===== src/rtl/ped_pkg.sv =====
// Shared definitions for the pedestrian signal stage.
// Contents: controller state encoding, vehicle phase decode constants,
// default interval lengths and a lamp-combination legality helper.
package ped_pkg;

    typedef enum logic [1:0] {
        StOff   = 2'd0,
        StHold  = 2'd1,
        StWalk  = 2'd2,
        StFlash = 2'd3
    } ped_state_e;

    // Vehicle phase decode on {red, yellow, green}
    localparam logic [2:0] PhIdle = 3'b000;
    localparam logic [2:0] PhStop = 3'b100;
    localparam logic [2:0] PhPrep = 3'b110;
    localparam logic [2:0] PhGo   = 3'b001;

    localparam int unsigned WalkTimeDefault  = 20;
    localparam int unsigned FlashTimeDefault = 8;
    localparam int unsigned CntWDefault      = 5;

    function automatic logic phase_legal(input logic [2:0] ph);
        return (ph == PhIdle) || (ph == PhStop) || (ph == PhPrep) || (ph == PhGo);
    endfunction

endpackage


===== src/rtl/ped_req_sync.sv =====
// Push-button synchronizer: two flops bring the asynchronous level into the
// clk domain, a third holds the previous synchronized sample for edge detect.
// Ports:
//   clk   - system clock
//   rst   - asynchronous active-low reset
//   din   - asynchronous push-button level
//   pulse - one-clock pulse on a synchronized rising edge of din
module ped_req_sync (
    input  logic clk,
    input  logic rst,
    input  logic din,
    output logic pulse
);

    logic [2:0] sync_q;

    always_ff @(posedge clk or negedge rst) begin
        if (!rst) begin
            sync_q <= 3'b000;
        end else begin
            sync_q <= {sync_q[1:0], din};
        end
    end

    assign pulse = sync_q[1] & ~sync_q[2];

endmodule


===== src/rtl/ped_signal_ctrl.sv =====
// Pedestrian signal controller downstream of the vehicle light controller.
// Grants WALK only on a red rising edge with a latched request, then runs a
// steady WALK interval followed by a flashing DONT_WALK clearance interval.
// Any departure from steady red during the interval aborts to DONT_WALK.
// Optional build macro: PED_COUNTDOWN_EN drives the countdown port; without
// it the port is tied to 0 (internal timing is unchanged).
// Ports:
//   clk, rst        - clock, asynchronous active-low reset
//   tick_1s         - one-clock pulse per second
//   red/yellow/green- vehicle lamps
//   ped_req         - asynchronous push-button level
//   walk, dont_walk - pedestrian heads
//   req_pending     - request latched and not yet served
//   countdown       - seconds remaining in the walk interval, else 0
//   seq_err         - sticky illegal lamp combination flag
module ped_signal_ctrl
    import ped_pkg::*;
#(
    parameter int unsigned WALK_TIME  = WalkTimeDefault,
    parameter int unsigned FLASH_TIME = FlashTimeDefault,
    parameter int unsigned CNT_W      = CntWDefault
) (
    input  logic             clk,
    input  logic             rst,
    input  logic             tick_1s,
    input  logic             red,
    input  logic             yellow,
    input  logic             green,
    input  logic             ped_req,
    output logic             walk,
    output logic             dont_walk,
    output logic             req_pending,
    output logic [CNT_W-1:0] countdown,
    output logic             seq_err
);

    localparam logic [CNT_W-1:0] WalkCnt  = CNT_W'(WALK_TIME);
    localparam logic [CNT_W-1:0] FlashCnt = CNT_W'(FLASH_TIME);
    localparam logic [CNT_W-1:0] CntOne   = CNT_W'(1);

    logic r_q, y_q, g_q, r_prev_q;
    logic [2:0] phase;
    logic illegal, red_rise, req_pulse, in_interval;

    ped_state_e state_q, state_d;
    logic [CNT_W-1:0] sec_cnt_q, sec_cnt_d, sec_dec;
    logic flash_ph_q, flash_ph_d;
    logic req_q, req_d;
    logic err_q, err_d;
    logic walk_q, walk_d;
    logic dw_q, dw_d;

    ped_req_sync u_req_sync (
        .clk   (clk),
        .rst   (rst),
        .din   (ped_req),
        .pulse (req_pulse)
    );

    always_ff @(posedge clk or negedge rst) begin
        if (!rst) begin
            r_q      <= 1'b0;
            y_q      <= 1'b0;
            g_q      <= 1'b0;
            r_prev_q <= 1'b0;
        end else begin
            r_q      <= red;
            y_q      <= yellow;
            g_q      <= green;
            r_prev_q <= r_q;
        end
    end

    assign phase       = {r_q, y_q, g_q};
    assign illegal     = !phase_legal(phase);
    assign red_rise    = r_q & ~r_prev_q;
    assign in_interval = (state_q == StWalk) || (state_q == StFlash);
    // Saturating decrement; the counter never wraps below zero
    assign sec_dec     = (sec_cnt_q != '0) ? sec_cnt_q - CntOne : sec_cnt_q;

    always_comb begin
        state_d    = state_q;
        sec_cnt_d  = sec_cnt_q;
        flash_ph_d = flash_ph_q;
        req_d      = req_q;
        err_d      = err_q;

        if (req_pulse && !in_interval) begin
            req_d = 1'b1;
        end

        if (illegal) begin
            err_d      = 1'b1;
            state_d    = StHold;
            sec_cnt_d  = '0;
            flash_ph_d = 1'b0;
        end else if (phase == PhIdle) begin
            // Vehicle controller is dark or in reset: drop everything
            state_d    = StOff;
            sec_cnt_d  = '0;
            flash_ph_d = 1'b0;
            req_d      = 1'b0;
        end else begin
            unique case (state_q)
                StOff: begin
                    state_d = StHold;
                end
                StHold: begin
                    // Only a fresh red edge starts WALK, never mid-phase
                    if (red_rise && (phase == PhStop) && req_q) begin
                        state_d   = StWalk;
                        sec_cnt_d = WalkCnt;
                        req_d     = 1'b0;
                    end
                end
                StWalk: begin
                    if (phase != PhStop) begin
                        state_d   = StHold;
                        sec_cnt_d = '0;
                    end else if (tick_1s) begin
                        sec_cnt_d = sec_dec;
                        if (sec_dec == FlashCnt) begin
                            state_d    = StFlash;
                            flash_ph_d = 1'b1;
                        end
                    end
                end
                StFlash: begin
                    if (phase != PhStop) begin
                        state_d    = StHold;
                        sec_cnt_d  = '0;
                        flash_ph_d = 1'b0;
                    end else if (tick_1s) begin
                        sec_cnt_d  = sec_dec;
                        flash_ph_d = ~flash_ph_q;
                        if (sec_dec == '0) begin
                            state_d    = StHold;
                            flash_ph_d = 1'b0;
                        end
                    end
                end
                default: begin
                    state_d = StOff;
                end
            endcase
        end

        // Heads are registered from the next state so they move with it
        walk_d = (state_d == StWalk);
        unique case (state_d)
            StHold:  dw_d = 1'b1;
            StFlash: dw_d = flash_ph_d;
            default: dw_d = 1'b0;
        endcase
    end

    always_ff @(posedge clk or negedge rst) begin
        if (!rst) begin
            state_q    <= StOff;
            sec_cnt_q  <= '0;
            flash_ph_q <= 1'b0;
            req_q      <= 1'b0;
            err_q      <= 1'b0;
            walk_q     <= 1'b0;
            dw_q       <= 1'b0;
        end else begin
            state_q    <= state_d;
            sec_cnt_q  <= sec_cnt_d;
            flash_ph_q <= flash_ph_d;
            req_q      <= req_d;
            err_q      <= err_d;
            walk_q     <= walk_d;
            dw_q       <= dw_d;
        end
    end

`ifdef PED_COUNTDOWN_EN
    logic [CNT_W-1:0] cd_q, cd_d;

    always_comb begin
        cd_d = '0;
        if ((state_d == StWalk) || (state_d == StFlash)) begin
            cd_d = sec_cnt_d;
        end
    end

    always_ff @(posedge clk or negedge rst) begin
        if (!rst) begin
            cd_q <= '0;
        end else begin
            cd_q <= cd_d;
        end
    end

    assign countdown = cd_q;
`else
    assign countdown = '0;
`endif

    assign walk        = walk_q;
    assign dont_walk   = dw_q;
    assign req_pending = req_q;
    assign seq_err     = err_q;

endmodule

===== config.mk =====
export PLATFORM = sky130hd
export DESIGN_NAME = ped_signal_ctrl
export DESIGN_NICKNAME = d
export VERILOG_FILES = /design/src/rtl/ped_pkg.sv /design/src/rtl/ped_req_sync.sv /design/src/rtl/ped_signal_ctrl.sv
export SDC_FILE = /design/constraint.sdc
export NUM_CORES = 1
export LEC_CHECK = 0
export CORE_MARGIN = 1
export CORE_UTILIZATION = 25
export CTS_CLUSTER_SIZE = 14
export DETAILED_ROUTE_END_ITERATION = 8
export GPL_TIMING_DRIVEN = 1
export PLACE_DENSITY = 0.42
export SLEW_MARGIN = 5
export SYNTH_ARGS = -nofsm -noshare
export SYNTH_HDL_FRONTEND = slang
export SYNTH_SLANG_ARGS = --single-unit

===== constraint.sdc =====
create_clock -name clk -period 6.3 [get_ports clk]
set_input_delay 0.945 -clock clk [delete_from_list [all_inputs] [get_ports clk]]
set_output_delay 0.945 -clock clk [all_outputs]
set_load 0.005 [all_outputs]

-- After elaboration in Yosys (flattened, before gate mapping)
Index checks and enable logic that the tools add are counted.
- bits in registers: 19
- bits of input ports: 7
- output and inout port bits: 9
- eq/ne operators: 14
- reduce and logical (&&, ||, !) cells: 14
- bitwise logic cells: 5
- add/subtract/negate cells: 1
- muxes and demuxes: 32
- operators by type and width (kind ; number):
    $mux W5 ; 6
    $mux W2 ; 9
    $mux W1 ; 13
    $pmux W5 S2 ; 1
    $eq A2 B2 Y1 const B ; 4
    $pmux W2 S4 ; 1
    $eq A3 B3 Y1 const B ; 2
    $eq A5 B4 Y1 const B ; 1
    $logic_not A5 Y1 ; 1
    $ne A5 B3 Y1 const B ; 1
    $reduce_bool A5 Y1 ; 1
    $sub A5 B1 Y5 const B ; 1
    $eq A2 B1 Y1 const B ; 2
    $logic_or A1 B1 Y1 ; 4
    $ne A4 B2 Y1 const B ; 1
    $ne A4 B4 Y1 const B ; 1
    $pmux W1 S2 ; 2
    $eq A3 B1 Y1 const B ; 1
    $logic_and A1 B1 Y1 ; 3
    $logic_not A3 Y1 ; 1
    $ne A3 B3 Y1 const B ; 1
    $not A1 Y1 ; 3
    $reduce_and A3 Y1 ; 1
    $and A1 B1 Y1 ; 2
    other kinds (3) ; 3

-- Depth between registers and ports, before layout
- depth in word-level cells: 11
- depth in mapped cells: 7
- mapped depth without buffers: 7

-- Modules after synthesis
From an unflattened synthesis, not the netlist that was laid out.
- cell total of the unflattened synthesis: 96
- area, all modules: 980.9 sq um
- by module, submodules not included (module ; sequential area each (sq um) ; instances ; cells an instance ; area each (sq um)):
    ped_signal_ctrl ; 400.4 ; 1 ; 92 ; 892.1
    ped_req_sync ; 75.1 ; 1 ; 4 ; 88.8

-- Least setup slack after synthesis
No wires, ideal clock.
- kind: reg2reg
- start point: register sec_cnt_q[0]
- end point: register dw_q, in the netlist dont_walk
- period minus slack after synthesis: 2175 ps
- buffers on the path: 0
- arrival: 2037 ps
- slack: 4125 ps
- cell stages (with the launch flop): 8
- cell sequence: dfrtp_1 > inv_1 > ha_1 > or4b_4 > mux2_4 > o2111a_1 > a311oi_2 > a211oi_1
- cells in the longest elaborated chain, start to end: 11
- elaborated cells between the ends (all ways): 26
- classes of those cells: 1 x add/sub; 3 x eq/ne; 20 x mux; 2 x reduce/logical
- ends and longest elaborated chain (what ; line ; RTL):
    start: declaration ; ped_signal_ctrl.sv:46 ; logic [CNT_W-1:0] sec_cnt_q, sec_cnt_d, sec_dec;
    start signal: assignment ; ped_signal_ctrl.sv:168 ; sec_cnt_q <= sec_cnt_d;
    $sub A5 B1 Y5 or $reduce_bool A5 Y1 (tied branches) ; ped_signal_ctrl.sv:79 ; assign sec_dec = (sec_cnt_q != '0) ? sec_cnt_q - CntOne : sec_cnt_q;
    $mux W5 (*) ; ped_signal_ctrl.sv:79 ;
    $eq A5 B4 Y1 or $logic_not A5 Y1 (tied branches) ; ped_signal_ctrl.sv:122, ped_signal_ctrl.sv:136 ;
    $mux W2, on equally long branches ; ped_signal_ctrl.sv:122, ped_signal_ctrl.sv:136 ;
    $mux W2, on equally long branches ; ped_signal_ctrl.sv:120, ped_signal_ctrl.sv:133 ;
    $mux W2, on equally long branches ; ped_signal_ctrl.sv:117, ped_signal_ctrl.sv:129 ;
    $pmux W2 S4 ; ped_signal_ctrl.sv:104 ; unique case (state_q)
    $mux W2 ; ped_signal_ctrl.sv:97 ; end else if (phase == PhIdle) begin
    $mux W2 ; ped_signal_ctrl.sv:92 ; if (illegal) begin
    $eq A2 B2 Y1 or $eq A2 B1 Y1 (tied branches) ; ped_signal_ctrl.sv:150 ; unique case (state_d)
    $pmux W1 S2 (*) ; ped_signal_ctrl.sv:150 ;
    via dw_d ; ped_signal_ctrl.sv:51 ; logic dw_q, dw_d;
    end signal: assignment ; ped_signal_ctrl.sv:173 ; dw_q <= dw_d;
    end: declaration ; ped_signal_ctrl.sv:51 ;
Mark *: on every way through the listed nets, which the timed path passes. The rest lies on a longest branch.
A chain may end at the register's enable or synchronous reset.

-- Final worst setup path
Same ends and word-level chain as after synthesis.

==> flow_results.org <==
** STA
- Max frequency :: 422.7 MHz
- Minimum period implied by the final worst setup slack :: 2366 ps
- For the pin with the worst max-slew slack, the measured transition is 833.9 ps.
- Across all hold checks on the routed design, the worst slack comes to 361.7 ps.
- After layout, the worst path uses 37.55% of the clock period.
- Sum of negative setup slack :: 0 ps
- The count of final max-slew check failures is 0.
- Setup violations remaining at the end of the flow were counted as 0.
- RSZ-0062 raised after global routing :: false
- Across the routed clock network, the largest skew measured is 1.815 ps.
- Endpoints failing hold :: 0
- Headroom to the max-slew limit came out at 44.24%.

** Critical path
- Crit. End Element :: flip-flop
- At the worst endpoint, the required time is 6420 ps.
- In this run the worst path has a maximum fanout of 5.
- The critical path is of the reg2reg type.
- Crit start category :: flip-flop
- Arrival time reported for the critical path endpoint :: 2480 ps

** Routing
- Total Wirelength :: 1937 um
- In the routed design, unresolved DRC markers number 0.
- Remaining number of nets flagged by the antenna check after routing :: 0
- After detailed routing, the met2 layer carries 880 um of wire.
- Uppermost routed layer :: met4
- Number of vias per cell :: 4.589
- After detailed routing, the wire length on met1 is 974 um.
- Number of violations reported at the end of detailed-routing iteration 0 :: 48
- The first detailed-routing pass took 4 iterations.
- Across all layers, the routed design uses 725 vias.
- Wire length per cell after detailed routing :: 12.26 um
- Length of routed met3 wiring :: 50 um

** Finish
- The number of antenna diodes in the final layout is 0.
- Number of non-filler instances in the completed layout :: 158
- Ratio of cells with drive above 1 in the final layout :: 10.91%
- Synthesis-to-finish area growth :: 18.31%
- Fill cells :: 402
- In the final design database the tool counted 119 nets.

** CTS
- The cell sitting at the root of the clock tree is a clkbuf_8.
- Clock tree synthesis inserted a total of 3 buffers.
- Clock Sinks :: 19
- For the worst-skew pair, the clock arrives at the later sink with an insertion delay of 250 ps.
- In this run the number of H-tree levels came out at 1.
- Number of post-CTS setup repair buffers :: 0
- Clock-pin slew was measured on the worst setup and hold paths at 70 ps.
- After clock tree synthesis, the repair step resized 0 gates.
- Maximum number of buffers from clock root to sink :: 2
- TritonCTS clock tree :: built
- The number of hold buffers added after CTS was 0.

** Global route
- Entering global routing, the biggest net connects 20 pins.
- The first global-routing pass estimated 3477 um of wire.
- The number of antenna violations at the first check in global routing is 0.
- The number of global-route vias before repair was 729.
- Overflow left after global routing :: 0
- Tot GR Track Use :: 11.26%

** Pwr
- Static Leak :: 0.5149 nW
- IR analysis of the VDD net gives a maximum drop of 110.4 uV.
- Areal power density over the cells :: 216.1 nW/um^2

** Synth
- The cell area that synthesis handed to floorplanning was 977.2 sq um.
- Syn Area/Cell :: 9.971 sq um
- Sequential cell area fraction in the yosys report :: 48.66%
- Synthesis Warnings :: 0
- After synthesis the netlist holds a flip-flop and latch count of 19.
- Yosys attributes the largest share of cell area to dfrtp_1 49%, nor2_1 4.6%, buf_4 3.8%.
- In the synthesized netlist, the number of instances is 98.
- In this run the biggest area consumer among cell types represents 48.66% of the synthesized area.
- Most common library cells after synthesis :: 19 x dfrtp_1, 12 x nor2_1, 7 x inv_1, 7 x nand2_1, 5 x buf_4
- Post-synth EDFFs :: 0
- dfrtp_1 is the most common cell in the netlist.
- Synth area leader :: dfrtp_1
- Proportion of synthesized flip-flops having asynchronous set or reset :: 100.0%
- The most used flip-flop cell after synthesis is dfrtp_1.
- Number of distinct library cells after synthesis :: 35

** Floorplan
- Die ar. :: 4163 sq um
- I/O pins :: 16
- Vert. Die Dim :: 64.52 um
- Core ar. :: 3716 sq um
- Number of cell rows :: 22
- Initial core utilization :: 26.30%
- In this run the horizontal extent of the chip is 64.52 um.

** Placed design
- Weighted congestion at the end of routability-driven global placement :: 0.8205
- Hpwl dp :: 1514 um
- Number of instances in the placed design :: 154
- Input and output buffers added on the ports amount to 10.

** Run
- Max-cap violations in this run came to 0.

** Status
- The flow ran to the end, and the final reports show no timing, DRC or antenna violations.

** Min path
- Classification of the worst-slack hold path :: reg2reg
## metrics by stage
step	util [%]	power (mW)	area, sq um	setup slack (ps)
4_1_cts	31.11	0.2542	1156	3926
6_report	31.11	0.2498	1156	3934
2_1_floorplan	-	0.1568	992.2	4125
3_5_place_dp	29.90	0.1697	1111	3837
5_1_grt	31.11	0.2663	1156	3776
3_3_place_gp	29.90	0.1696	1111	3896
## flip-flops by register name, indices dropped and copies added, names as in the netlist
register           cells
walk                   1
req_pending            1
flash_ph_q             1
r_q                    1
y_q                    1
g_q                    1
r_prev_q               1
sec_cnt_q              5
seq_err                1
state_q                2
u_req_sync.sync_q      3
dont_walk              1
## metal layers
layer,vias to the layer above,track usage (%)
met3,4,2.113
met1,353,15.33
met4,0,5.833
met5,-,0
li1,355,-
met2,13,16.84
## area by class of cell
class	instances	area [sq um]	share of cell area, %
inverter	7	26.28	2.273
clock buffer	4	45.04	3.896
tap	48	60.06	5.195
sequential	19	475.5	41.13
multi-input combinational	70	449.2	38.85
timing repair buffer	10	100.1	8.658
## power breakdown
group	switching (mW)	leakage, nW	internal [mW]
Combinational	0.0159	0.261	0.0176
Sequential	0.00577	0.231	0.128
Clock	0.0381	0.0228	0.0449
## path summary, 6_finish.rpt
kind / startpoint / end / slack, ps / cells past startpoint
max in group asynchronous: rst / sec_cnt_q[3]$_DFFE_PN0P_ / 4610 / 1
worst max register to register: sec_cnt_q[0]$_DFFE_PN0P_ / dont_walk$_DFF_PN0_ / 3930 / 7
worst min-delay path: u_req_sync.sync_q[0]$_DFF_PN0_ / u_req_sync.sync_q[1]$_DFF_PN0_ / 360 / 0
worst min register to register: u_req_sync.sync_q[0]$_DFF_PN0_ / u_req_sync.sync_q[1]$_DFF_PN0_ / 360 / 0
worst max-delay path: sec_cnt_q[0]$_DFFE_PN0P_ / dont_walk$_DFF_PN0_ / 3930 / 7
min in group asynchronous: rst / state_q[0]$_DFF_PN0_ / 1170 / 1
## cells in the final DEF (no fill, tap or decap), types with 2 or more instances in the layout
cell type,netlist,final
a211oi_1,2,2
a21oi_1,3,3
a31oi_1,2,2
clkbuf_8,0,3
clkdlybuf4s50_1,0,10
conb_1,1,5
dfrtp_1,19,19
inv_1,7,7
mux2_2,3,3
mux2i_1,2,2
nand2_1,7,7
nand2b_1,3,3
nor2_1,12,12
nor2b_1,4,4
nor3_1,2,2
nor3b_1,3,3
o21ai_0,4,4
## critical path, cell delays in order, from the launching register on
cell	delay, ps
dfrtp_1	410
inv_1	70
ha_1	230
or4b_4	510
mux2_4	340
o2111a_1	260
a311oi_2	290
a211oi_1	120
## cell families after synthesis
kind of cell	Yosys count	synth area share [%]
flip-flops	19	48.66
other	1	0.3838
AND/OR/NAND/NOR	39	21.90
multiplexers	6	7.042
buffers and inverters	13	6.915
AO/OA/AOI/OAI	19	13.83
adder cells (fa/ha/maj)	1	1.280
(Power assumes the default switching activity.)
